### src/rtl/lsu_pkg.sv
// Shared funct3 codes and state encoding for the load/store unit.
package lsu_pkg;

  localparam logic [2:0] F3_B  = 3'b000;
  localparam logic [2:0] F3_H  = 3'b001;
  localparam logic [2:0] F3_W  = 3'b010;
  localparam logic [2:0] F3_BU = 3'b100;
  localparam logic [2:0] F3_HU = 3'b101;

  typedef enum logic [1:0] {
    ST_IDLE = 2'd0,
    ST_REQ  = 2'd1,
    ST_WAIT = 2'd2,
    ST_DONE = 2'd3
  } lsu_state_e;

endpackage

### src/rtl/lsu_align.sv
// Combinational lane logic: store strobes/replication, load extraction and
// the misaligned-or-illegal flag for one access description.
module lsu_align
  import lsu_pkg::*;
(
  input  logic        we,
  input  logic [2:0]  funct3,
  input  logic [1:0]  addr_lo,
  input  logic [31:0] wdata,
  input  logic [31:0] rdata,
  output logic [3:0]  wstrb,
  output logic [31:0] lane_wdata,
  output logic [31:0] ext_rdata,
  output logic        bad
);

  logic [31:0] shifted;
  logic [15:0] half_sel;

  assign shifted  = rdata >> {addr_lo, 3'b000};
  assign half_sel = addr_lo[1] ? rdata[31:16] : rdata[15:0];

  always_comb begin
    wstrb      = 4'b0000;
    lane_wdata = wdata;
    ext_rdata  = 32'h0;
    bad        = 1'b0;
    unique case (funct3)
      F3_B: begin
        wstrb      = we ? (4'b0001 << addr_lo) : 4'b0000;
        lane_wdata = {4{wdata[7:0]}};
        ext_rdata  = {{24{shifted[7]}}, shifted[7:0]};
      end
      F3_H: begin
        bad        = addr_lo[0];
        wstrb      = we ? (4'b0011 << addr_lo) : 4'b0000;
        lane_wdata = {2{wdata[15:0]}};
        ext_rdata  = {{16{half_sel[15]}}, half_sel};
      end
      F3_W: begin
        bad        = (addr_lo != 2'b00);
        wstrb      = we ? 4'b1111 : 4'b0000;
        ext_rdata  = rdata;
      end
      // Unsigned forms exist only for loads.
      F3_BU: begin
        bad        = we;
        ext_rdata  = {24'h0, shifted[7:0]};
      end
      F3_HU: begin
        bad        = we | addr_lo[0];
        ext_rdata  = {16'h0, half_sel};
      end
      default: bad = 1'b1;
    endcase
  end

endmodule

### src/rtl/load_store_unit.sv
// Memory-access stage: one load/store per request over a req/gnt/rvalid bus.
// Optional abort-on-timeout is built only when LSU_TIMEOUT_EN is defined.
module load_store_unit
  import lsu_pkg::*;
#(
  parameter int unsigned TIMEOUT_CYCLES = 255,
  parameter int unsigned CNT_W          = 8
) (
  input  logic        clk,
  input  logic        rst_n,
  input  logic        req_valid,
  input  logic        req_we,
  input  logic [2:0]  req_funct3,
  input  logic [31:0] req_addr,
  input  logic [31:0] req_wdata,
  output logic        busy,
  output logic        done,
  output logic [31:0] load_data,
  output logic        err_misalign,
  output logic        err_bus,
  output logic        mem_req,
  output logic        mem_we,
  output logic [31:0] mem_addr,
  output logic [3:0]  mem_wstrb,
  output logic [31:0] mem_wdata,
  input  logic        mem_gnt,
  input  logic        mem_rvalid,
  input  logic [31:0] mem_rdata,
  output logic [1:0]  dbg_state
);

  if ((64'd1 << CNT_W) <= 64'(TIMEOUT_CYCLES)) begin : g_bad_cnt_w
    $error("CNT_W too narrow for TIMEOUT_CYCLES");
  end

  lsu_state_e  state_q, state_d;
  logic        we_q, we_d;
  logic [2:0]  funct3_q, funct3_d;
  logic [31:0] addr_q, addr_d;
  logic [3:0]  wstrb_q, wstrb_d;
  logic [31:0] wdata_q, wdata_d;
  logic [31:0] load_data_q, load_data_d;
  logic        err_mis_q, err_mis_d;
  logic        timeout_hit;

  logic        idle;
  logic        al_we;
  logic [2:0]  al_funct3;
  logic [1:0]  al_addr_lo;
  logic [3:0]  al_wstrb;
  logic [31:0] al_wdata;
  logic [31:0] al_rdata;
  logic        al_bad;

  // In IDLE the lane logic judges the incoming request; afterwards it works
  // on the captured request to extract the returning load data.
  assign idle       = (state_q == ST_IDLE);
  assign al_we      = idle ? req_we     : we_q;
  assign al_funct3  = idle ? req_funct3 : funct3_q;
  assign al_addr_lo = idle ? req_addr[1:0] : addr_q[1:0];

  lsu_align u_align (
    .we         (al_we),
    .funct3     (al_funct3),
    .addr_lo    (al_addr_lo),
    .wdata      (req_wdata),
    .rdata      (mem_rdata),
    .wstrb      (al_wstrb),
    .lane_wdata (al_wdata),
    .ext_rdata  (al_rdata),
    .bad        (al_bad)
  );

  always_comb begin
    state_d     = state_q;
    we_d        = we_q;
    funct3_d    = funct3_q;
    addr_d      = addr_q;
    wstrb_d     = wstrb_q;
    wdata_d     = wdata_q;
    load_data_d = load_data_q;
    err_mis_d   = err_mis_q;
    unique case (state_q)
      ST_IDLE: begin
        if (req_valid) begin
          we_d      = req_we;
          funct3_d  = req_funct3;
          addr_d    = req_addr;
          err_mis_d = al_bad;
          if (al_bad) begin
            state_d     = ST_DONE;
            load_data_d = 32'h0;
          end else begin
            state_d = ST_REQ;
            wstrb_d = al_wstrb;
            wdata_d = al_wdata;
          end
        end
      end
      ST_REQ: begin
        if (timeout_hit) begin
          state_d     = ST_DONE;
          load_data_d = 32'h0;
        end else if (mem_gnt) begin
          state_d = ST_WAIT;
        end
      end
      ST_WAIT: begin
        if (mem_rvalid) begin
          state_d = ST_DONE;
          if (!we_q) load_data_d = al_rdata;
        end else if (timeout_hit) begin
          state_d     = ST_DONE;
          load_data_d = 32'h0;
        end
      end
      ST_DONE: state_d = ST_IDLE;
      default: state_d = ST_IDLE;
    endcase
  end

  always_ff @(posedge clk) begin
    if (!rst_n) begin
      state_q     <= ST_IDLE;
      we_q        <= 1'b0;
      funct3_q    <= 3'b000;
      addr_q      <= 32'h0;
      wstrb_q     <= 4'b0000;
      wdata_q     <= 32'h0;
      load_data_q <= 32'h0;
      err_mis_q   <= 1'b0;
    end else begin
      state_q     <= state_d;
      we_q        <= we_d;
      funct3_q    <= funct3_d;
      addr_q      <= addr_d;
      wstrb_q     <= wstrb_d;
      wdata_q     <= wdata_d;
      load_data_q <= load_data_d;
      err_mis_q   <= err_mis_d;
    end
  end

`ifdef LSU_TIMEOUT_EN
  logic [CNT_W-1:0] cnt_q, cnt_d;
  logic             err_bus_q, err_bus_d;
  logic             active;

  assign active      = (state_q == ST_REQ) || (state_q == ST_WAIT);
  assign timeout_hit = active && (cnt_q == CNT_W'(TIMEOUT_CYCLES - 1));

  // A response arriving on the expiry cycle wins over the abort.
  always_comb begin
    cnt_d     = cnt_q;
    err_bus_d = err_bus_q;
    if (idle) begin
      cnt_d     = '0;
      err_bus_d = 1'b0;
    end else if (active) begin
      cnt_d     = cnt_q + 1'b1;
      err_bus_d = timeout_hit && !((state_q == ST_WAIT) && mem_rvalid);
    end
  end

  always_ff @(posedge clk) begin
    if (!rst_n) begin
      cnt_q     <= '0;
      err_bus_q <= 1'b0;
    end else begin
      cnt_q     <= cnt_d;
      err_bus_q <= err_bus_d;
    end
  end

  assign err_bus = (state_q == ST_DONE) && err_bus_q;
`else
  assign timeout_hit = 1'b0;
  assign err_bus     = 1'b0;
`endif

  assign busy         = !idle;
  assign done         = (state_q == ST_DONE);
  assign err_misalign = done && err_mis_q;
  assign load_data    = load_data_q;
  assign mem_req      = (state_q == ST_REQ);
  assign mem_we       = we_q;
  assign mem_addr     = {addr_q[31:2], 2'b00};
  assign mem_wstrb    = wstrb_q;
  assign mem_wdata    = wdata_q;
  assign dbg_state    = state_q;

endmodule

### config.mk
export PLATFORM = sky130hd
export DESIGN_NAME = load_store_unit
export DESIGN_NICKNAME = d
export VERILOG_FILES = /design/src/rtl/lsu_pkg.sv /design/src/rtl/lsu_align.sv /design/src/rtl/load_store_unit.sv
export SDC_FILE = /design/constraint.sdc
export NUM_CORES = 1
export LEC_CHECK = 0
export CAP_MARGIN = 25
export CORE_UTILIZATION = 30
export DETAILED_ROUTE_END_ITERATION = 10
export DONT_BUFFER_PORTS = 1
export SYNTH_ARGS = -nofsm -noshare
export SYNTH_HDL_FRONTEND = slang
export SYNTH_SLANG_ARGS = --single-unit
### constraint.sdc
create_clock -name clk -period 3.1 [get_ports clk]
set_input_delay 0.775 -clock clk [delete_from_list [all_inputs] [get_ports clk]]
set_output_delay 0.775 -clock clk [all_outputs]
set_load 0.01 [all_outputs]
==> results of run 1 <==
[power by group]
group	total [uW]	switching [uW]	leakage [uW]	internal, uW
combinational	2060	1300	0.000918	760
clock	1190	548	0.000151	640
sequential	1850	256	0.000871	1590
total	5100	2100	0.00194	2990
[kinds of logic (layout without fill, tap and decap cells)]
logic type / count (synthesis) / in the layout / synth area share [%]
flops: 107 / 107 / 41.1
other cells: 1 / 3 / 0.0719
fa+ha+maj: 8 / 8 / 1.92
mux: 27 / 27 / 5.33
compound gates: 178 / 178 / 21.2
simple gates: 239 / 239 / 20.5
buf+inv: 88 / 44 / 9.91
[flip-flops by register name, indices dropped and copies added (netlist names)]
name,cells
load_data,32
err_mis_q,1
mem_wdata,32
mem_wstrb,4
mem_we,1
dbg_state,2
addr_q,32
funct3_q,3
[metrics by stage]
stage	setup slack, ps	instance area (um2)	util (%)	total power (uW)
2_1_floorplan	48.1	5220	-	3480
3_3_place_gp	196	5190	30.9	3890
3_5_place_dp	151	5190	30.9	3900
4_1_cts	186	5490	32.8	5110
5_1_grt	-17.8	5530	33.0	5470
6_report	171	5530	33.0	5100
[critical path, stage by stage (launching register included)]
cell and delay, ps:
dfxtp_1 330, inv_1 70, ha_1 250, mux2_2 300, inv_1 90, ha_1 220
nor2b_1 140, o32ai_2 370, nor3_1 150, or4b_4 690, o21ai_0 220
[layer usage]
layer  GRT usage (%)  up-vias  wire length (um)
met4            7.01        0               300
met3            5.97       21              1390
met5               0        -                 0
met2            25.0      185              6760
met1            21.0     1988              6480
li1                -     2124                 -
[placed cells by master, fill, tap and decap left out, drive strengths merged]
master  Yosys  layout
conb        1       3
a21oi      59      59
a32o        1       1
or2         1       1
nor2       37      37
or4b        1       1
o21ai      53      53
ha          8       8
clkinv      0       3
a311oi      8       8
dfxtp     107     107
or3b        1       1
and2        2       2
o22ai       3       3
nor2b       4       4
a211oi     27      27
nand4       1       1
bufinv      0       1
nand2b     14      14
o32ai       3       3
nor3        5       5
buf        60      18
nand3b      1       1
inv         9      12
and3b       1       1
o21bai      1       1
mux2        3       3
mux2i      24      24
a221oi     14      14
clkbuf     19      10
nand2     148     148
nand3      11      11
nor4bb      1       1
and3        1       1
nor3b       3       3
nor4        3       3
nor4b       4       4
o211ai      9       9
[cell type report]
type	instances	area, um2	share of cell area [%]
multi-input combinational	455	2590	47.0
sequential	107	2140	38.8
tap	220	275	4.98
clock buffer	9	225	4.08
timing repair buffer	19	173	3.12
clock inverter	7	82.6	1.49
inverter	9	33.8	0.611
[how the worst max path moves through the flow]
stage | slack [ps] | start | to | cells past startpoint
after detailed placement | 150 | req_addr[0] | mem_wdata[9]$_SDFFE_PN0P_ | 10
after CTS | 190 | dbg_state[0]$_SDFFE_PN0P_ | mem_wdata[9]$_SDFFE_PN0P_ | 12
after floorplan | 50 | dbg_state[0]$_SDFFE_PN0P_ | mem_wdata[0]$_SDFFE_PN0P_ | 12
after global placement | 200 | req_addr[0] | mem_wdata[1]$_SDFFE_PN0P_ | 10
after global routing | -20 | dbg_state[0]$_SDFFE_PN0P_ | load_data[12]$_SDFFE_PN0P_ | 10
final | 170 | dbg_state[0]$_SDFFE_PN0P_ | load_data[2]$_SDFFE_PN0P_ | 10
[repair_timing]
item                       CTS  global route
setup buffers                0             1
setup endpoints to repair    0            23
gates resized for setup      0             3
==> impl_metrics.csv, run 1 <==
group,metric,value,unit
sta,tns,0,ps
die,row_count,47,
sta,max_freq,0.341,GHz
die,start_util,31.1,%
drt,drc,0,
clocking,cts_hold_buf,0,
outcome,status,"finished clean",
worst_hold_path,min_to,"load_data[1]$_SDFFE_PN0P_",
drt,drtIter0Drc,325,
synth,ys_top_cells_by_area,"dfxtp_1, nand2_1, a21oi_1, buf_4, mux2i_1",
clocking,numClockSinks,107,
clocking,clockBufferDepth,2,
final_layout,drive_above_1_share,8.75,%
final_layout,areaGrowthSynthToFinish,5.97,%
die,dieHeight,134,um
clocking,numCtsBuffers,9,
synth,synth_top_flop_cell,"dfxtp_1",
worst_setup_path,required,3370,ps
global_route,grt_max_degree,73,
sta,hold_ws,497,ps
synth,netlist_instances,648,
pwr,ir_worst_vdd,0.000309,V
worst_setup_path,end_kind,"flop",
drt,ant_nets,0,
worst_setup_path,arrival,3200,ps
synth,syn_avg_cell_area,8.05,um2
sta,setup_viol_count_final,0,
synth,async_flop_share,0,%
synth,synth.most_common_cell,"nand2_1",
sta,hold_viol,0,
sta,fin_crit_sh,94.5,%
global_route,grt_pass1_wl,22800,um
die,core_area,16800,um2
place,dpl.cell_count,808,
sta,rsz0062_at_grt,"yes",
pwr,leakage,0.00194,uW
global_route,grt_overflow,0,
synth,ys_ff_latch,107,
worst_hold_path,worst_hold_path_type,"reg -> reg",
flow_run,cap_violations,0,
global_route,grt_pass1_vias,4011,
worst_setup_path,regToRegSetupSlack,170,ps
synth,yosysSeqAreaShare,41.1,%
clocking,clk_latency,350,ps
worst_setup_path,rr_startpoint,"dbg_state[0]$_SDFFE_PN0P_",
sta,tightest_slew,793,ps
die,io_pins,213,
global_route,antenna_found_initial,0,
clocking,clockRootBuffer,"clkbuf_16",
drt,vias,4318,
synth,yosysWarnings,0,
final_layout,final_cells,826,
clocking,tritoncts,"yes",
sta,skew,9.91,ps
final_layout,num_antenna_cells,0,
final_layout,fillers,1755,
die,dieArea,17900,um2
synth,synth_top_area_cell,"dfxtp_1",
clocking,htree_levels,3,
die,die_w,134,um
drt,first_pass_iters,5,
worst_setup_path,critical_path_class,"reg -> reg",
worst_setup_path,worstSetupStartpointType,"flop",
place,place_congestion,0.869,
pwr,power_density,922,nW/um2
drt,wire_per_inst,18.1,um
synth,yosysUniqueCellTypes,49,
worst_hold_path,hold_depth,2,
worst_hold_path,hp-start,"load_data[1]$_SDFFE_PN0P_",
synth,synth.cell_area,5220,um2
place,place_hpwl,10600,um
clocking,path_clk_slew,70,ps
synth,synthTopCellsByCount,"nand2_1, dfxtp_1, a21oi_1",
final_layout,fin_nets,714,
sta,maxSlewViolCount,0,
sta,relSlewSlack,47.1,%
drt,wl,14900,um
sta,fin_crit,2930,ps
drt,vias_per_cell,5.23,
synth,synth_edf_count,0,
worst_setup_path,r2r-end,"load_data[2]$_SDFFE_PN0P_",
worst_setup_path,path_max_fanout,32,
global_route,grtUsageTotal,16.5,%
place,port_buffers,0,
worst_setup_path,reg2reg_depth,10,
synth,synth_top_area_share,41.1,%
(Power assumes the default switching activity.)
==> run 2, diff against run 1 <==
DONT_BUFFER_PORTS = default   (was 1)
SYNTH_HIERARCHICAL = 1   (was default)
==> impl_metrics.csv, run 2 <==
group,metric,value,unit
flow_run,cap_violations,0,
final_layout,drive_above_1_share,10.2,%
global_route,grt_pass1_wl,26700,um
worst_setup_path,path_max_fanout,16,
worst_setup_path,required,3340,ps
die,dieHeight,139,um
die,row_count,49,
global_route,grt_overflow,0,
clocking,clockBufferDepth,2,
worst_setup_path,path_cells,"clkdlybuf4s50_1 -> mux2_2 -> inv_1 -> ha_1 -> inv_1 -> o21ai_0 -> nand3_1 -> mux2_1 -> and4_2 -> buf_12 -> mux2i_1",
sta,rsz0062_at_grt,"no",
sta,skew,6.89,ps
clocking,cts_resized,0,
worst_setup_path,cpLargestDelayFamily,"buffers and inverters",
synth,synth.most_common_cell,"nand2_1",
clocking,cts_hold_buf,0,
global_route,grt_pass1_vias,4944,
worst_setup_path,crit_path_frequent_cell,"inv_1",
final_layout,num_antenna_cells,0,
global_route,met1_usage,22.3,%
sta,hold_viol,0,
clocking,tritoncts,"yes",
synth,ys_ff_latch,107,
worst_setup_path,arrival,2910,ps
final_layout,final_cells,1076,
synth,synth_top_area_cell,"dfxtp_1",
synth,synthTopCellsByCount,"nand2_1, dfxtp_1, a21oi_1",
global_route,grt_max_degree,60,
sta,maxSlewViolCount,0,
final_layout,fin_nets,956,
clocking,numCtsBuffers,9,
die,start_util,31.0,%
clocking,numClockSinks,107,
worst_setup_path,slowest_delay,420,ps
synth,yosysWarnings,6,
drt,wire_per_inst,15.6,um
final_layout,areaGrowthSynthToFinish,42.0,%
synth,ys_top_cells_by_area,"dfxtp_1, nand2_1, mux2i_1, mux2_2, a21oi_1",
worst_hold_path,worst_hold_path_type,"reg -> reg",
global_route,grtUsageTotal,17.4,%
synth,synth_top_flop_cell,"dfxtp_1",
place,place_hpwl,12000,um
global_route,busiest_layer,"met2",
sta,tightest_slew,570,ps
drt,vias_per_cell,4.73,
global_route,use_met3,5.52,%
final_layout,layout_common_cells,"clkdlybuf4s50_1, nand2_1, dfxtp_1, a21oi_1, mux2i_1",
final_layout,final_common_cell,"clkdlybuf4s50_1",
synth,synth_edf_count,0,
worst_setup_path,crit_path_top_delay_cell,"clkdlybuf4s50_1",
drt,wl,16800,um
clocking,clk_latency,350,ps
drt,ant_nets,0,
place,dpl.cell_count,1060,
drt,drtIter0Drc,239,
die,die_w,139,um
clocking,htree_levels,3,
outcome,status,"finished, violations left",
worst_setup_path,critical_path_class,"in -> reg",
synth,async_flop_share,0,%
global_route,gr-usage-met2,27.7,%
die,core_area,18200,um2
synth,synth_top_area_share,38.0,%
worst_setup_path,end_kind,"flop",
synth,synth.cell_area,5640,um2
pwr,ir_worst_vdd,0.000405,V
synth,yosysUniqueCellTypes,36,
drt,drc,16,
clocking,clockRootBuffer,"clkbuf_16",
drt,first_pass_iters,9,
clocking,post_cts_buffers,0,
synth,yosysSeqAreaShare,38.0,%
global_route,antenna_found_initial,0,
sta,max_freq,0.375,GHz
worst_setup_path,path_buf_inv,4,
sta,fin_crit_sh,86.1,%
pwr,power_density,775,nW/um2
sta,setup_viol_count_final,0,
pwr,leakage,0.00300,uW
sta,relSlewSlack,62.0,%
sta,fin_crit,2670,ps
place,place_congestion,0.798,
worst_setup_path,worstSetupStartpointType,"primary input",
place,port_buffers,209,
drt,vias,5086,
synth,netlist_instances,692,
worst_setup_path,regToRegSetupSlack,490,ps
die,io_pins,213,
synth,syn_avg_cell_area,8.15,um2
sta,tns,0,ps
die,dieArea,19300,um2
outcome,violations,"design-rule violations",
clocking,path_clk_slew,70,ps
## run 2: layout make-up
class,count,area [um2]
multi-input combinational,485,2920
clock buffer,11,243
sequential,107,2140
timing repair buffer,232,2350
fill,1820,10200
tap,229,287
inverter,7,26.3
clock inverter,5,36.3
## run 2: cells by family (layout without fill, tap and decap cells)
family          after synthesis  after routing  share of synthesized area [%]
fa+ha+maj                     9              9                           2.00
buf+inv                     102            255                           10.5
compound gates              127            127                           13.2
mux                          88             88                           16.7
other cells                   1              3                         0.0665
flops                       107            107                           38.0
simple gates                258            258                           19.5
## run 2: worst paths after layout
kind                                      to  cells after the start                 startpoint
setup / recovery  load_data[27]$_SDFFE_PN0P_                     11                req_addr[0]
hold / removal       addr_q[14]$_SDFFE_PN0P_                      2    addr_q[14]$_SDFFE_PN0P_
setup reg to reg  load_data[27]$_SDFFE_PN0P_                     12  dbg_state[0]$_SDFFE_PN0P_
hold reg to reg      addr_q[14]$_SDFFE_PN0P_                      2    addr_q[14]$_SDFFE_PN0P_
## run 2: where the power goes
group | switching, uW | total, uW | internal, uW
Sequential | 137 | 1750 | 1620
Combinational | 1680 | 3340 | 1660
Clock | 541 | 1110 | 573
## run 2: through the flow
stage | setup WS, ps | hold slack (ps) | power, uW | util [%] | instance area (um2)
2_1_floorplan | 14.7 | 434 | 4000 | - | 5660
3_3_place_gp | 115 | 440 | 5140 | 42.4 | 7730
3_5_place_dp | 74.4 | 446 | 5140 | 42.4 | 7730
4_1_cts | 428 | 457 | 6290 | 44.0 | 8010
5_1_grt | 238 | 476 | 6640 | 44.0 | 8010
6_report | 430 | 452 | 6210 | 44.0 | 8010
## run 2: metal layers
metal,wire length [um],vias up
li1,-,2593
met1,7680,2305
met2,7580,173
met3,1360,15
met4,202,0
met5,0,-
## run 2: worst min-delay path, stage by stage (launching register included)
cell and delay (ps):
dfxtp_1 310, nand2_1 50, a21oi_1 50
